===== src/rtl/interrupt_controller_if.sv =====
// Bundles the daisy-chain bus and CPU-side signals of the interrupt controller.
// The controller uses the slave view; the driving environment uses the master view.
interface interrupt_controller_if;
    logic       enable;
    logic       anyInterrupt;
    logic       grantValid;
    logic [7:0] busTrapType;
    logic [3:0] busLevel;
    logic [3:0] cpuMask;
    logic       cpuAck;
    logic       cpuDone;
    logic       chainPI;
    logic       chainHandled;
    logic       irqReq;
    logic [7:0] trapVector;
    logic [3:0] irqLevel;
    logic       spurious;
    logic       busy;
    logic [7:0] serviceCount;

    modport slave (
        input  enable, anyInterrupt, grantValid, busTrapType, busLevel,
               cpuMask, cpuAck, cpuDone,
        output chainPI, chainHandled, irqReq, trapVector, irqLevel,
               spurious, busy, serviceCount
    );

    modport master (
        output enable, anyInterrupt, grantValid, busTrapType, busLevel,
               cpuMask, cpuAck, cpuDone,
        input  chainPI, chainHandled, irqReq, trapVector, irqLevel,
               spurious, busy, serviceCount
    );
endinterface


===== src/rtl/interrupt_controller.sv =====
// CPU-side head of the daisy-chained interrupt bus: polls the chain, filters the
// granted request against the CPU mask, dispatches it and releases the device.
module interrupt_controller #(
    parameter int TIMEOUT        = 16,
    parameter int HANDLED_CYCLES = 2
) (
    input  logic                  clk,
    input  logic                  reset,
    interrupt_controller_if.slave bus
);
    localparam int CNT_MAX = (TIMEOUT > HANDLED_CYCLES) ? TIMEOUT : HANDLED_CYCLES;
    localparam int CW      = $clog2(CNT_MAX + 1);

    typedef enum logic [2:0] {
        IDLE, POLL, CHECK, MASKED, DISPATCH, SERVICE, RELEASE
    } state_t;

    state_t        state_q, state_d;
    logic [CW-1:0] cnt_q, cnt_d;
    logic [7:0]    trap_q, trap_d;
    logic [3:0]    level_q, level_d;
    logic [7:0]    count_q, count_d;
    logic          spurious_q, spurious_d;
    logic          chain_pi_q, chain_pi_d;
    logic          handled_q, handled_d;
    logic          irq_req_q, irq_req_d;
    logic          busy_q, busy_d;

    always_comb begin
        state_d    = state_q;
        cnt_d      = cnt_q;
        trap_d     = trap_q;
        level_d    = level_q;
        count_d    = count_q;
        spurious_d = 1'b0;

        case (state_q)
            IDLE: begin
                if (bus.enable && bus.anyInterrupt) begin
                    state_d = POLL;
                    cnt_d   = '0;
                end
            end
            POLL: begin
                // A grant wins over both a disable and the timeout in the same cycle.
                if (bus.grantValid) begin
                    trap_d  = bus.busTrapType;
                    level_d = bus.busLevel;
                    state_d = CHECK;
                end else if (!bus.enable) begin
                    state_d = IDLE;
                end else if (cnt_q == CW'(TIMEOUT - 1)) begin
                    spurious_d = 1'b1;
                    state_d    = IDLE;
                end else begin
                    cnt_d = cnt_q + 1'b1;
                end
            end
            CHECK: begin
                state_d = (level_q > bus.cpuMask) ? DISPATCH : MASKED;
            end
            MASKED: begin
                // The level compared is the one being captured, so the dispatched
                // vector always matches the decision that released it.
                if (!bus.grantValid || !bus.enable) begin
                    state_d = IDLE;
                end else begin
                    trap_d  = bus.busTrapType;
                    level_d = bus.busLevel;
                    if (bus.busLevel > bus.cpuMask) state_d = DISPATCH;
                end
            end
            DISPATCH: begin
                if (bus.cpuAck) state_d = bus.cpuDone ? RELEASE : SERVICE;
            end
            SERVICE: begin
                if (bus.cpuDone) state_d = RELEASE;
            end
            RELEASE: begin
                if (cnt_q == CW'(HANDLED_CYCLES - 1)) state_d = IDLE;
                else                                  cnt_d   = cnt_q + 1'b1;
            end
            default: state_d = IDLE;
        endcase

        if (state_d == RELEASE && state_q != RELEASE) begin
            cnt_d = '0;
            if (count_q != 8'hFF) count_d = count_q + 8'd1;
        end
    end

    // Outputs are registered views of the next state.
    always_comb begin
        chain_pi_d = (state_d == POLL) || (state_d == CHECK) || (state_d == MASKED) ||
                     (state_d == DISPATCH) || (state_d == SERVICE);
        handled_d  = (state_d == RELEASE);
        irq_req_d  = (state_d == DISPATCH);
        busy_d     = (state_d != IDLE);
    end

    always_ff @(posedge clk or negedge reset) begin
        if (!reset) begin
            state_q    <= IDLE;
            cnt_q      <= '0;
            trap_q     <= '0;
            level_q    <= '0;
            count_q    <= '0;
            spurious_q <= 1'b0;
            chain_pi_q <= 1'b0;
            handled_q  <= 1'b0;
            irq_req_q  <= 1'b0;
            busy_q     <= 1'b0;
        end else begin
            state_q    <= state_d;
            cnt_q      <= cnt_d;
            trap_q     <= trap_d;
            level_q    <= level_d;
            count_q    <= count_d;
            spurious_q <= spurious_d;
            chain_pi_q <= chain_pi_d;
            handled_q  <= handled_d;
            irq_req_q  <= irq_req_d;
            busy_q     <= busy_d;
        end
    end

    assign bus.chainPI      = chain_pi_q;
    assign bus.chainHandled = handled_q;
    assign bus.irqReq       = irq_req_q;
    assign bus.trapVector   = trap_q;
    assign bus.irqLevel     = level_q;
    assign bus.spurious     = spurious_q;
    assign bus.busy         = busy_q;
    assign bus.serviceCount = count_q;
endmodule


===== src/flat_wrapper.sv =====
// flat-port wrapper written by rule: the top's interface ports become plain ports
module interrupt_controller_flat 
#(
    parameter int TIMEOUT        = 16,
    parameter int HANDLED_CYCLES = 2
)
  (clk, reset, bus_enable, bus_anyInterrupt, bus_grantValid, bus_busTrapType, bus_busLevel, bus_cpuMask, bus_cpuAck, bus_cpuDone, bus_chainPI, bus_chainHandled, bus_irqReq, bus_trapVector, bus_irqLevel, bus_spurious, bus_busy, bus_serviceCount);
  interrupt_controller_if bus_i ();
  input  logic clk;
  input  logic reset;
  input wire logic [$bits(bus_i.enable)-1:0] bus_enable;
  input wire logic [$bits(bus_i.anyInterrupt)-1:0] bus_anyInterrupt;
  input wire logic [$bits(bus_i.grantValid)-1:0] bus_grantValid;
  input wire logic [$bits(bus_i.busTrapType)-1:0] bus_busTrapType;
  input wire logic [$bits(bus_i.busLevel)-1:0] bus_busLevel;
  input wire logic [$bits(bus_i.cpuMask)-1:0] bus_cpuMask;
  input wire logic [$bits(bus_i.cpuAck)-1:0] bus_cpuAck;
  input wire logic [$bits(bus_i.cpuDone)-1:0] bus_cpuDone;
  output wire logic [$bits(bus_i.chainPI)-1:0] bus_chainPI;
  output wire logic [$bits(bus_i.chainHandled)-1:0] bus_chainHandled;
  output wire logic [$bits(bus_i.irqReq)-1:0] bus_irqReq;
  output wire logic [$bits(bus_i.trapVector)-1:0] bus_trapVector;
  output wire logic [$bits(bus_i.irqLevel)-1:0] bus_irqLevel;
  output wire logic [$bits(bus_i.spurious)-1:0] bus_spurious;
  output wire logic [$bits(bus_i.busy)-1:0] bus_busy;
  output wire logic [$bits(bus_i.serviceCount)-1:0] bus_serviceCount;
  assign bus_i.enable = bus_enable;
  assign bus_i.anyInterrupt = bus_anyInterrupt;
  assign bus_i.grantValid = bus_grantValid;
  assign bus_i.busTrapType = bus_busTrapType;
  assign bus_i.busLevel = bus_busLevel;
  assign bus_i.cpuMask = bus_cpuMask;
  assign bus_i.cpuAck = bus_cpuAck;
  assign bus_i.cpuDone = bus_cpuDone;
  assign bus_chainPI = bus_i.chainPI;
  assign bus_chainHandled = bus_i.chainHandled;
  assign bus_irqReq = bus_i.irqReq;
  assign bus_trapVector = bus_i.trapVector;
  assign bus_irqLevel = bus_i.irqLevel;
  assign bus_spurious = bus_i.spurious;
  assign bus_busy = bus_i.busy;
  assign bus_serviceCount = bus_i.serviceCount;
  interrupt_controller #(.TIMEOUT(TIMEOUT), .HANDLED_CYCLES(HANDLED_CYCLES)) u_core (.clk(clk), .reset(reset), .bus(bus_i));
endmodule

===== config.mk =====
export PLATFORM = sky130hd
export DESIGN_NAME = interrupt_controller_flat
export DESIGN_NICKNAME = d
export VERILOG_FILES = /design/src/rtl/interrupt_controller_if.sv /design/src/rtl/interrupt_controller.sv /design/src/flat_wrapper.sv
export SDC_FILE = /design/constraint.sdc
export NUM_CORES = 1
export LEC_CHECK = 0
export BUFFER_PORTS_ARGS = -buffer_cell sky130_fd_sc_hd__buf_2
export CAP_MARGIN = 20
export CORE_UTILIZATION = 54
export CTS_BUF_LIST = sky130_fd_sc_hd__clkbuf_8
export DETAILED_ROUTE_END_ITERATION = 6
export PLACE_DENSITY = 0.81
export SLEW_MARGIN = 20
export SYNTH_ARGS = -nofsm -noshare
export SYNTH_HDL_FRONTEND = slang
export SYNTH_SLANG_ARGS = --single-unit

===== constraint.sdc =====
create_clock -name clk -period 2.8 [get_ports clk]
set_clock_uncertainty 0.05 [all_clocks]
set_input_delay 0.14 -clock clk [delete_from_list [all_inputs] [get_ports clk]]
set_output_delay 0.14 -clock clk [all_outputs]
set_load 0.1 [all_outputs]

==> impl_metrics.csv <==
group,metric,value,unit
outcome,status,"finished, final reports clean",
logic_synthesis,netlist.area_leader.share,44.56,%
clock_network,clock_path_buffers,2,
logic_synthesis,yosys.area.top_type,"dfrtp_1",
timing,period_minus_slack,2.424,ns
floorplan,num_rows,20,
layout,stdcell_count,263,
global_routing,grt.total_usage,25.19,%
logic_synthesis,synth_seq_cells,33,
global_routing,antenna_found_initial,0,
timing,setup_ws,0.3758,ns
floorplan,start_util,58.77,%
layout,area_growth_syn_to_layout,20.05,%
layout,num_antenna_cells,0,
routing,drt_wl_total,3894,um
timing,fmax,0.4125,GHz
critical_path,crit_required,2.91,ns
floorplan,dieArea,0.003670,mm2
routing,routedWlPerCell,14.81,um
timing,post-route-period-util,86.58,%
placed_design,dpl_cell_area,0.002118,mm2
clock_network,cts_tree,"yes",
placed_design,io_buffers,47,
critical_path,rrSetupSlack,0.38,ns
logic_synthesis,yosysSeqAreaShare,44.56,%
clock_network,post_cts_buffers,0,
timing,rsz0062_at_grt,"false",
routing,antenna_left,0,
timing,drv_slew,0,
critical_path,crit_type,"flop to flop",
layout,final_layout_size_suffix_gt1_share,35.16,%
clock_network,cts_resized,0,
critical_path,crit_fanout,9,
timing,slew_headroom,50.29,%
worst_hold_path,hold_path.class,"input port to flop",
global_routing,grt_start_max_net_pins,34,
routing,drt-initial-drc-count,91,
logic_synthesis,synth.distinct_cells,53,
global_routing,grt_pass1_vias,1456,
clock_network,cts.sinks,33,
timing,setup_violations,0,
routing,first_pass_iters,4,
global_routing,overflow,0,
layout,fin_nets,254,
critical_path,worst_ep_arrival_time,2.54,ns
timing,worst_pin_slew,0.7413,ns
routing,vias,1495,
placed_design,place.gp.congestion,0.8273,
floorplan,die_height,60.58,um
logic_synthesis,async_reset_ff_share,100.0,%
logic_synthesis,synth_edf_count,0,
critical_path,start_kind,"flop",
layout,fin_area,0.002225,mm2
timing,final_hold_viol_count,0,
placed_design,place_ws,0.4242,ns
logic_synthesis,syn_inst,167,
clock_network,cts.htree.levels,2,
logic_synthesis,synth_top_flop_cell,"dfrtp_1",
routing,viasPerCell,5.684,
timing,setup_tns,0,ns
placed_design,numPlacedInstances,254,
logic_synthesis,yosysMostFrequentCell,"dfrtp_1",
critical_path,end_kind,"flop",
floorplan,die_x,60.58,um
clock_network,clock_latency,0.28,ns
logic_synthesis,synth_common_cells,"33 x dfrtp_1, 12 x ha_1, 10 x inv_1, 10 x mux2_2",
clock_network,cts_root_buffer,"clkbuf_8",
logic_synthesis,synth_area,0.001853,mm2
logic_synthesis,yosys-top-cells-area,"dfrtp_1 45%, ha_1 8.1%, mux2_2 6.1%",
job,max_cap_violations,0,
placed_design,post-dp-hpwl,2909,um
logic_synthesis,synth_fp_nets,202,
floorplan,fp.coreArea,0.003153,mm2
routing,drc_errors,0,
logic_synthesis,synth_area_per_cell,11.10,um2
logic_synthesis,yosys_warnings,0,
floorplan,io_pins,48,
clock_network,cts_buffers,5,
global_routing,grt_pass1_wl,6575,um
clock_network,clkTransAtPathRegs,0.06,ns
## cell type report
cell class	count	area, um2
multi-input cells	119	960.9
fillers	253	928.4
well taps	44	55.05
clock buffers	6	82.58
inverters	11	41.29
repair buffers	49	255.2
clock inverters	1	3.754
flip-flops and latches	33	825.8
## final timing paths
kind                                               to  cells after the start                      from
setup / recovery                    u_core.bus.irqReq                      8           u_core.cnt_q[0]
hold / removal               u_core.bus.trapVector[3]                      2        bus_busTrapType[3]
setup reg to reg                    u_core.bus.irqReq                      8           u_core.cnt_q[0]
hold reg to reg              u_core.bus.trapVector[3]                      1  u_core.bus.trapVector[3]
max in group asynchronous    u_core.bus.trapVector[2]                      2                     reset
min in group asynchronous  u_core.bus.serviceCount[2]                      2                     reset
## placed cells by master, fill, tap and decap left out, types with 2 or more instances in the layout
| cell type | n |
|---|---|
| buf_2 | 47 |
| and3_1 | 4 |
| o2bb2ai_1 | 2 |
| and3_2 | 2 |
| ha_1 | 12 |
| xnor2_1 | 5 |
| nor4_1 | 2 |
| o211ai_1 | 3 |
| nor3b_1 | 2 |
| nor2_1 | 4 |
| nand4_1 | 5 |
| xor2_1 | 2 |
| or3b_1 | 2 |
| clkbuf_8 | 6 |
| dlygate4sd3_1 | 2 |
| mux2_1 | 2 |
| nand3_1 | 5 |
| nor2b_1 | 2 |
| nand2b_1 | 3 |
| nand3b_1 | 2 |
| or3_1 | 2 |
| inv_1 | 11 |
| mux2_2 | 10 |
| nand2_1 | 8 |
| dfrtp_1 | 33 |
| a31oi_1 | 3 |
| o21ai_0 | 4 |
| a21oi_1 | 8 |
## critical path, stage by stage (launching register included)
cell and delay (ns):
dfrtp_1 0.47, ha_1 0.27, and3_2 0.22, ha_1 0.21, or3b_1 0.35, a211o_1 0.30
a21oi_1 0.17, nand3b_1 0.18, nor3b_2 0.07
## flip-flops by register name, summed over array words and instances (netlist names)
signal / cells
u_core.bus.busy: 1
u_core.bus.chainHandled: 1
u_core.bus.chainPI: 1
u_core.bus.irqLevel: 4
u_core.bus.irqReq: 1
u_core.bus.serviceCount: 8
u_core.bus.spurious: 1
u_core.bus.trapVector: 8
u_core.cnt_q: 5
u_core.state_q: 3
## cells by family (layout without fill, tap and decap cells)
logic type | after synthesis | after routing | share of synthesized area [%]
multiplexers | 12 | 12 | 7.292
buffers and inverters | 15 | 67 | 3.578
adder cells (fa/ha/maj) | 12 | 12 | 8.102
AND/OR/NAND/NOR | 53 | 53 | 19.04
AO/OA/AOI/OAI | 35 | 35 | 14.11
XOR/XNOR | 7 | 7 | 3.309
flip-flops | 33 | 33 | 44.56
## stage by stage
stage,util (%),hold slack (ns)
CTS,70.56,0.02970
floorplan,-,-0.2056
global placement,67.18,0.1778
detailed placement,67.18,0.1926
global route,70.56,0.02129
finish,70.56,0.03019
## per-layer routing
layer | part of all wire [%] | track usage [%] | routed length, um
met5 | 0 | 0 | 0
met4 | 1.5 | 9.416 | 59
met3 | 4.3 | 7.249 | 168
met2 | 52 | 43.80 | 2029
met1 | 42 | 29.55 | 1637
## timing repair
item                       CTS  global route
hold endpoints to repair    34             0
setup endpoints to repair    0             0
hold buffers                 2             0
Power is not shown: default switching activity piles up to over one toggle a cycle in this logic, so the estimate is an artifact.
